## src/rtl/imm_pack.sv

```systemverilog
// imm_pack -- immediate packer for the debug / program-buffer path.
//
// Takes an instruction template plus a 32-bit immediate, range-checks the
// immediate for the selected format and scatters its bits into the
// instruction's immediate fields. Format 6 ("LI") expands a load-immediate
// pseudo-op into ADDI, LUI, or a LUI+ADDI pair. A pair takes two output
// beats, which is why the block has a small FSM.
//
// Ports
//   clk, rst_n       clock, asynchronous active-low reset
//   in_valid/ready   request handshake
//   in_sel    [2:0]  0=I 1=S 2=B 3=J 4=U 5=CSR 6=LI 7=reserved
//   in_base  [31:0]  instruction template (non-immediate bits are kept)
//   in_imm   [31:0]  immediate value
//   out_valid/ready  output handshake (single registered stage)
//   out_inst [31:0]  encoded instruction
//   out_err          immediate was out of range or misaligned
//   err_cnt          saturating count of words emitted with out_err=1
module imm_pack #(
  parameter int ERR_CNT_W = 8
) (
  input  logic                 clk,
  input  logic                 rst_n,
  input  logic                 in_valid,
  output logic                 in_ready,
  input  logic [2:0]           in_sel,
  input  logic [31:0]          in_base,
  input  logic [31:0]          in_imm,
  output logic                 out_valid,
  input  logic                 out_ready,
  output logic [31:0]          out_inst,
  output logic                 out_err,
  output logic [ERR_CNT_W-1:0] err_cnt
);

  typedef enum logic {S_IDLE, S_EMIT2} state_t;

  state_t                r_state;
  logic                  r_out_valid;
  logic [31:0]           r_out_inst;
  logic                  r_out_err;
  logic [ERR_CNT_W-1:0]  r_err_cnt;
  logic [31:0]           r_addi;      // pending second word of an LI pair

  logic                  w_accept;
  logic [31:0]           w_inst;
  logic                  w_err;
  logic                  w_two;
  logic [31:0]           w_addi2;
  logic [4:0]            w_rd;
  logic [31:0]           w_imm_p800;
  logic                  w_fits12;
  logic                  w_fits13;
  logic                  w_fits21;

  // A value fits an N-bit signed field when every bit from N-1 upward agrees.
  assign w_fits12 = (in_imm[31:11] == '0) || (in_imm[31:11] == '1);
  assign w_fits13 = (in_imm[31:12] == '0) || (in_imm[31:12] == '1);
  assign w_fits21 = (in_imm[31:20] == '0) || (in_imm[31:20] == '1);

  // LUI upper part is rounded so that the sign-extended ADDI low part
  // brings the sum back to the requested value.
  assign w_imm_p800 = in_imm + 32'h0000_0800;
  assign w_rd       = in_base[11:7];
  assign w_addi2    = {in_imm[11:0], w_rd, 3'b000, w_rd, 7'b0010011};

  always_comb begin
    w_inst = in_base;
    w_err  = 1'b0;
    w_two  = 1'b0;
    case (in_sel)
      3'd0: begin // I
        w_inst = {in_imm[11:0], in_base[19:0]};
        w_err  = !w_fits12;
      end
      3'd1: begin // S
        w_inst = {in_imm[11:5], in_base[24:12], in_imm[4:0], in_base[6:0]};
        w_err  = !w_fits12;
      end
      3'd2: begin // B
        w_inst = {in_imm[12], in_imm[10:5], in_base[24:12], in_imm[4:1],
                  in_imm[11], in_base[6:0]};
        w_err  = !w_fits13 || in_imm[0];
      end
      3'd3: begin // J
        w_inst = {in_imm[20], in_imm[10:1], in_imm[11], in_imm[19:12],
                  in_base[11:0]};
        w_err  = !w_fits21 || in_imm[0];
      end
      3'd4: begin // U
        w_inst = {in_imm[31:12], in_base[11:0]};
        w_err  = (in_imm[11:0] != '0);
      end
      3'd5: begin // CSR (uimm in rs1 field)
        w_inst = {in_base[31:20], in_imm[4:0], in_base[14:0]};
        w_err  = (in_imm[31:5] != '0);
      end
      3'd6: begin // LI pseudo-op
        if (w_fits12) begin
          w_inst = {in_imm[11:0], 5'd0, 3'b000, w_rd, 7'b0010011};
        end else begin
          w_inst = {w_imm_p800[31:12], w_rd, 7'b0110111};
          w_two  = (in_imm[11:0] != '0);
        end
      end
      default: begin // reserved: template passes through, flagged
        w_inst = in_base;
        w_err  = 1'b1;
      end
    endcase
  end

  // rst_n term keeps in_ready low while reset is held.
  assign in_ready  = rst_n && (r_state == S_IDLE) && (!r_out_valid || out_ready);
  assign w_accept  = in_valid && in_ready;

  assign out_valid = r_out_valid;
  assign out_inst  = r_out_inst;
  assign out_err   = r_out_err;
  assign err_cnt   = r_err_cnt;

  always_ff @(posedge clk or negedge rst_n) begin
    if (!rst_n) begin
      r_state     <= S_IDLE;
      r_out_valid <= 1'b0;
      r_out_inst  <= '0;
      r_out_err   <= 1'b0;
      r_err_cnt   <= '0;
      r_addi      <= '0;
    end else begin
      case (r_state)
        S_IDLE: begin
          if (w_accept) begin
            r_out_valid <= 1'b1;
            r_out_inst  <= w_inst;
            r_out_err   <= w_err;
            if (w_err && (r_err_cnt != '1))
              r_err_cnt <= r_err_cnt + 1'b1;
            if (w_two) begin
              r_addi  <= w_addi2;
              r_state <= S_EMIT2;
            end
          end else if (out_ready) begin
            r_out_valid <= 1'b0;
          end
        end
        S_EMIT2: begin
          // Replace the LUI as it drains: no bubble between the two words.
          if (r_out_valid && out_ready) begin
            r_out_inst <= r_addi;
            r_out_err  <= 1'b0;
            r_state    <= S_IDLE;
          end
        end
        default: r_state <= S_IDLE;
      endcase
    end
  end

endmodule
```

## config.mk

```make
export PLATFORM = sky130hd
export DESIGN_NAME = imm_pack
export DESIGN_NICKNAME = d
export VERILOG_FILES = /design/src/rtl/imm_pack.sv
export SDC_FILE = /design/constraint.sdc
export NUM_CORES = 1
export LEC_CHECK = 0
export CORE_AREA = 3 3 93 95
export CTS_BUF_LIST = sky130_fd_sc_hd__clkbuf_8 sky130_fd_sc_hd__clkbuf_16
export CTS_CLUSTER_SIZE = 20
export DETAILED_ROUTE_END_ITERATION = 6
export DIE_AREA = 0 0 96 98
export HOLD_SLACK_MARGIN = 0.06
export PLACE_DENSITY = 0.86
export REMOVE_ABC_BUFFERS = 1
export SETUP_SLACK_MARGIN = 0.4
export SYNTH_ARGS = -nofsm -noshare
export SYNTH_HDL_FRONTEND = slang
export SYNTH_SLANG_ARGS = --single-unit
export TNS_END_PERCENT = 20
```

## constraint.sdc

```tcl
create_clock -name clk -period 3.8 [get_ports clk]
set_input_delay 0.38 -clock clk [delete_from_list [all_inputs] [get_ports clk]]
set_output_delay 0.38 -clock clk [all_outputs]
set_load 0.01 [all_outputs]
```

# Word-level counts from Yosys, hierarchy flattened

Cells that the tools add are included.
Widths: inputs -> output; s select.

Bits in registers: 68
Input port bits: 71

Multiplexer cells: 17
Bitwise operators: 1
Add/subtract/negate cells: 2
Reductions and logical operators: 27
Equality and inequality tests: 12

Operator list:

| cell                   | number |
|---|---|
| $pmux 32 s7            | 1 |
| $mux 32                | 3 |
| $pmux 32 s2            | 1 |
| $add 32x12->32 const B | 1 |
| $reduce_bool 27->1     | 1 |
| $eq 21x21->1 const B   | 1 |
| $logic_not 21->1       | 1 |
| $eq 20x20->1 const B   | 1 |
| $logic_not 20->1       | 1 |
| $eq 12x12->1 const B   | 1 |
| $logic_not 12->1       | 1 |
| $reduce_bool 12->1     | 1 |
| $eq 3x3->1 const B     | 3 |
| $mux 1                 | 9 |
| $add 8x1->8 const B    | 1 |
| $ne 8x8->1 const B     | 1 |
| $eq 3x2->1 const B     | 2 |
| $logic_or 1x1->1       | 6 |
| $pmux 1 s6             | 1 |
| $reduce_and 3->1       | 2 |
| $logic_and 1x1->1      | 5 |
| $logic_not 1->1        | 4 |
| $pmux 1 s2             | 2 |
| $reduce_and 2->1       | 2 |
| other kinds (7)        | 7 |

# Logic depth before layout (Yosys ltp)

Word-level depth: 7
Gate-level depth with buffers: 10
Gate-level depth less buffers: 8

# Worst setup path after synthesis

OpenSTA, ideal clock, no wires.

Kind: reg2reg
Start point: register r_out_valid (netlist: out_valid)
End point: register r_addi[24]
Clock period less this slack: 2.381 ns
Setup time: 0.125 ns
Path buffers: 2
Path slack: 1.419 ns
Cell stages (with the launch flop): 8
Arrival: 2.256 ns
Cells stage by stage: dfrtp_1 a211oi_1 and2_1 buf_2 nand2_2 nor3_4 buf_6 mux2_4

Longest elaborated chain between the ends: 5

Ends and longest elaborated chain:

| element                           | RTL line | RTL |
|---|---|---|
| start: declaration                | 39       | `logic r_out_valid;` |
| start signal: assignment          | 125      | `r_out_valid <= 1'b0;` |
| start signal: assignment          | 134      | `r_out_valid <= 1'b1;` |
| start signal: assignment          | 144      | `r_out_valid <= 1'b0;` |
| $logic_not 1->1                   | 114      | `assign in_ready = rst_n && (r_state == S_IDLE) && (!r_out_valid \|\| out_ready);` |
| $logic_or 1x1->1                  | 114      |  |
| $logic_and 1x1->1                 | 114      |  |
| named net in_ready                | 25       | `output logic in_ready,` |
| $logic_and 1x1->1                 | 115      | `assign w_accept = in_valid && in_ready;` |
| $reduce_and 3->1 (no source line) | -        |  |
| end signal: assignment            | 140      | `r_addi <= w_addi2;` |
| end: declaration                  | 43       | `logic [31:0] r_addi;` |

The timed path passes the listed nets, and every way through them passes these cells.
A chain may end at the register's enable or synchronous reset.

# Final worst setup path

Start point: input port in_imm[12]
End point: register r_addi[21]

Longest elaborated chain between the ends: 5
Elaborated cells on any way between the ends: 6
Classes of those cells: 1 x eq/ne; 2 x mux; 3 x reduce/logical

Ends and longest elaborated chain:

| element                                          | RTL line | RTL |
|---|---|---|
| start: declaration                               | 28       | `input logic [31:0] in_imm,` |
| $eq 21x21->1 or $logic_not 21->1 (tied branches) | 57       | `assign w_fits12 = (in_imm[31:11] == '0) \|\| (in_imm[31:11] == '1);` |
| $logic_or 1x1->1 *                               | 57       |  |
| $mux 1 *                                         | 99       | `if (w_fits12) begin` |
| $mux 1 *                                         | 71       | `case (in_sel)` |
| $reduce_and 3->1 (no source line) *              | -        |  |

Every way passes the cells marked *; elsewhere a longest branch is shown, timed or not.

==> summary by stage <==
Status
The flow ran to the end, and the final reports show no timing, DRC or antenna violations.

Power and ir drop
The maximum VDD drop is 0.367 mV. Of the total power, the share spent switching nets is 0.334. The clock share of power is 0.231.

In this run the static leakage power is 2.29 nW. The internal power is 0.00170 W. The share of total power dissipated in combinational logic is 0.379. The analysis attributes to net switching a power of 0.000851 W. The power consumption is 0.00255 W. Power spread over the standard cell area amounts to 455 mW/mm^2. The proportion of power drawn by flip-flops and latches is 0.390.

Synthesis
The post-synthesis average cell area is 8.62 um^2. For this run, the number of Yosys warnings is 0. Of the post-synthesis cell area, the dominant cell type holds 0.365. The unique cell type count in the Yosys netlist is 53.

Sorting the synthesized cells by area gives the leading types as dfrtp_1 (37%), o21ai_0 (5.7%), nand2_1 (4.3%). The number of synthesized flops with an enable pin is 0. The mapped netlist covers 0.00418 mm^2.

For this run, the register share of the synthesized area comes to 0.365. The most used flip-flop cell after synthesis is dfrtp_1. The synthesized design spends more area on one cell type than any other, namely dfrtp_1.

The proportion of synthesized flip-flops having asynchronous set or reset is 1.00. The number of instances in the synthesized netlist is 485. The flip-flop and latch count after synthesis is 61.

Placement
Counting tap cells, the placed design contains a total of 680 instances. The placed cell area is 0.00540 mm^2. The number of port buffers is 113. The HPWL after detailed placement is 9900 um. The post-placement setup slack is 0.363 ns. The congestion estimate from routability-driven global placement came to 0.966.

Layout
The number of inserted diodes is 0. The layout cell share with drive strength beyond 1 is 0.108. Leaving out fill and tap cells, the most frequent cell in the layout is clkdlybuf4s50_1.

The net total in the final layout is 663. Leaving out fill and tap cells, the most frequent cells in the layout are clkdlybuf4s50_1 (112), dfrtp_1 (61), nand2_1 (48), o21ai_0 (48), nor2_1 (35). The count of placed standard cells in the final layout, fillers left out is 696. The area growth from synthesis to final layout is 34.0%. After routing the design area is 0.00560 mm^2.

Floorplan
The die area is 0.00941 mm^2. The number of placement rows is 32. The floorplan die width is 96 um.

The die span in y is 98 um. 114 I/O pins were placed. The initial utilization of the core area, before any placement, comes to 0.535. The area inside the core boundary is 0.00781 mm^2.

CTS
The number of hold buffers added after cts is 0. The tree is rooted in a clkbuf_8. The maximum clock path buffer count is 2. The number of buffers created by CTS is 9. After clock tree synthesis, the setup repair step added 0 buffers. The TritonCTS clock tree is built.

The clock-pin slew on the worst setup and hold paths is 0.07 ns. The number of gates given a new drive strength after cts is 0. The insertion delay to the later sink of the worst-skew pair is 0.34 ns. Counting every sink on the clock net gives 61.

The clock tree synthesis step divided the H-tree into 3 levels.

Timing
After routing, the total negative slack on setup checks comes to 0 ns. The final count of negative-setup-slack endpoints is 0. The number of max-slew violations in the final report came to 0. For this run, the top clock speed supported by timing is 322 MHz. In this run the tightest slew margin relative to its limit is 0.238. At the pin with the least slew margin, the transition time is 1.14 ns.

On the final layout, the worst clock skew is 0.0106 ns. The shortest clock period the worst path allows after layout is 3.11 ns. Of the available clock period, the critical path in the final layout requires 0.818. Setup repair after global routing left no endpoint under its margin. The post-route worst setup slack is 0.691 ns. The total count of hold-check failures in the final report is 0.

Detailed routing
The detailed router finished its first iteration with 470 violations. The total DRC errors in the routed layout is 0. The routed layout has 4343 vias. The routed via count divided by cell count is 6.24. Dividing the detail-routed wire length by the instance count gives 19.6 um. The overall routed net length is 13600 um. The number of routed nets with antenna violations is 0.

The first-pass detailed-route iteration total is 6.

Worst setup path
The signal arrival time at the worst endpoint is 3.33 ns. At the worst endpoint, the required time is 4.02 ns. The worst-path maximum fanout is 19.

The worst setup path is launched from an input pin. The count of cells along the worst register-to-register path is 5. The type of element capturing the critical path is a register.

The setup path with the least slack is of type input pin to register. The worst-case register-to-register setup slack is 1.07 ns.

Global route
The number of global-route vias before repair came to 4225. The first-pass GRT wire length is 22000 um. The global route total overflow is 0. For this run, the total global-route usage over all layers was measured as 0.296. The pin count of the biggest net entering global routing is 62.

The number of antenna violations at the first check in global routing came to 0.

Run
Across the run, the number of max-cap violations was 0.

Hold path
The worst hold path belongs to the class input pin to asynchronous set/reset pin.
[sequential cells by signal, summed over array words and instances, names as in the netlist]
register and count:
out_valid 1, r_state 1, out_inst 32, out_err 1
err_cnt 8, r_addi 18
[cells in the mapped netlist, types with 8 or more instances]
cell      count
xor2_1       10
mux2_2       13
nor2_1       35
nand2_1      48
clkbuf_1     27
inv_1        10
o21ai_0      48
xnor2_1      16
dfrtp_1      61
o221ai_1      9
and3_1        8
mux2_4        8
a21oi_1      25
a22oi_1       9
a221oi_1     16
nand3_1      29
mux2i_1       9
[metal layers]
| metal | global-route usage | wire length, um | vias to the layer above |
|---|---|---|---|
| met4 | 0.0974 | 309 | 0 |
| met2 | 0.459 | 6410 | 252 |
| met1 | 0.412 | 5750 | 2050 |
| met3 | 0.0547 | 1140 | 27 |
| met5 | 0 | 0 | - |
| li1 | - | - | 2014 |
[metrics by stage]
stage                util  hold WS, ns
floorplan               -       0.0844
global placement    0.692        0.451
detailed placement  0.692        0.470
CTS                 0.717        0.320
global route        0.717        0.340
finish              0.717        0.269
[critical path, stage by stage]
cell and delay [ns]:
clkdlybuf4s50_1 0.55, ha_1 0.32, nand4_1 0.19, or4_4 0.21, nor2_4 0.05, or2_1 0.27, nor3_4 0.94, mux2_2 0.42
[path summary, 6_finish.rpt]
kind                               from            to
hold / removal                    rst_n    r_addi[29]
setup reg to reg              out_valid    r_addi[21]
max in group asynchronous         rst_n  out_inst[30]
setup / recovery             in_imm[12]    r_addi[21]
hold reg to reg            out_inst[10]  out_inst[10]
min in group clk           out_inst[10]  out_inst[10]
[logic make-up (layout without fill, tap and decap cells)]
| group | count (synthesis) | count (layout) | share of synthesized area |
|---|---|---|---|
| and+or+nand+nor | 161 | 161 | 0.190 |
| adders and majority gates | 3 | 3 | 0.00898 |
| buffers and inverters | 48 | 157 | 0.0488 |
| AOI/OAI and AO/OA | 156 | 156 | 0.247 |
| xor gates and xnor gates | 26 | 26 | 0.0545 |
| DFF | 61 | 61 | 0.365 |
| muxes | 30 | 30 | 0.0853 |
[layout make-up]
| cell class | instances | area [um^2] |
|---|---|---|
| inverter | 10 | 37.5 |
| fill | 651 | 2210 |
| clock inverter | 7 | 75.1 |
| sequential | 61 | 1530 |
| clock buffer | 9 | 124 |
| multi-input combinational | 376 | 2450 |
| tap | 102 | 128 |
| timing repair buffer | 131 | 1260 |
[power by group through the flow]
stage | clock network [W] | registers (W) | logic, W
2_1_floorplan | 0 | 0.00105 | 0.000351
3_3_place_gp | 0 | 0.000991 | 0.000941
3_5_place_dp | 0 | 0.00100 | 0.000963
4_1_cts | 0.000592 | 0.000992 | 0.000969
5_1_grt | 0.000620 | 0.00102 | 0.00106
6_report | 0.000589 | 0.000993 | 0.000966
No activity file was read; power rests on OpenSTA's default activity.
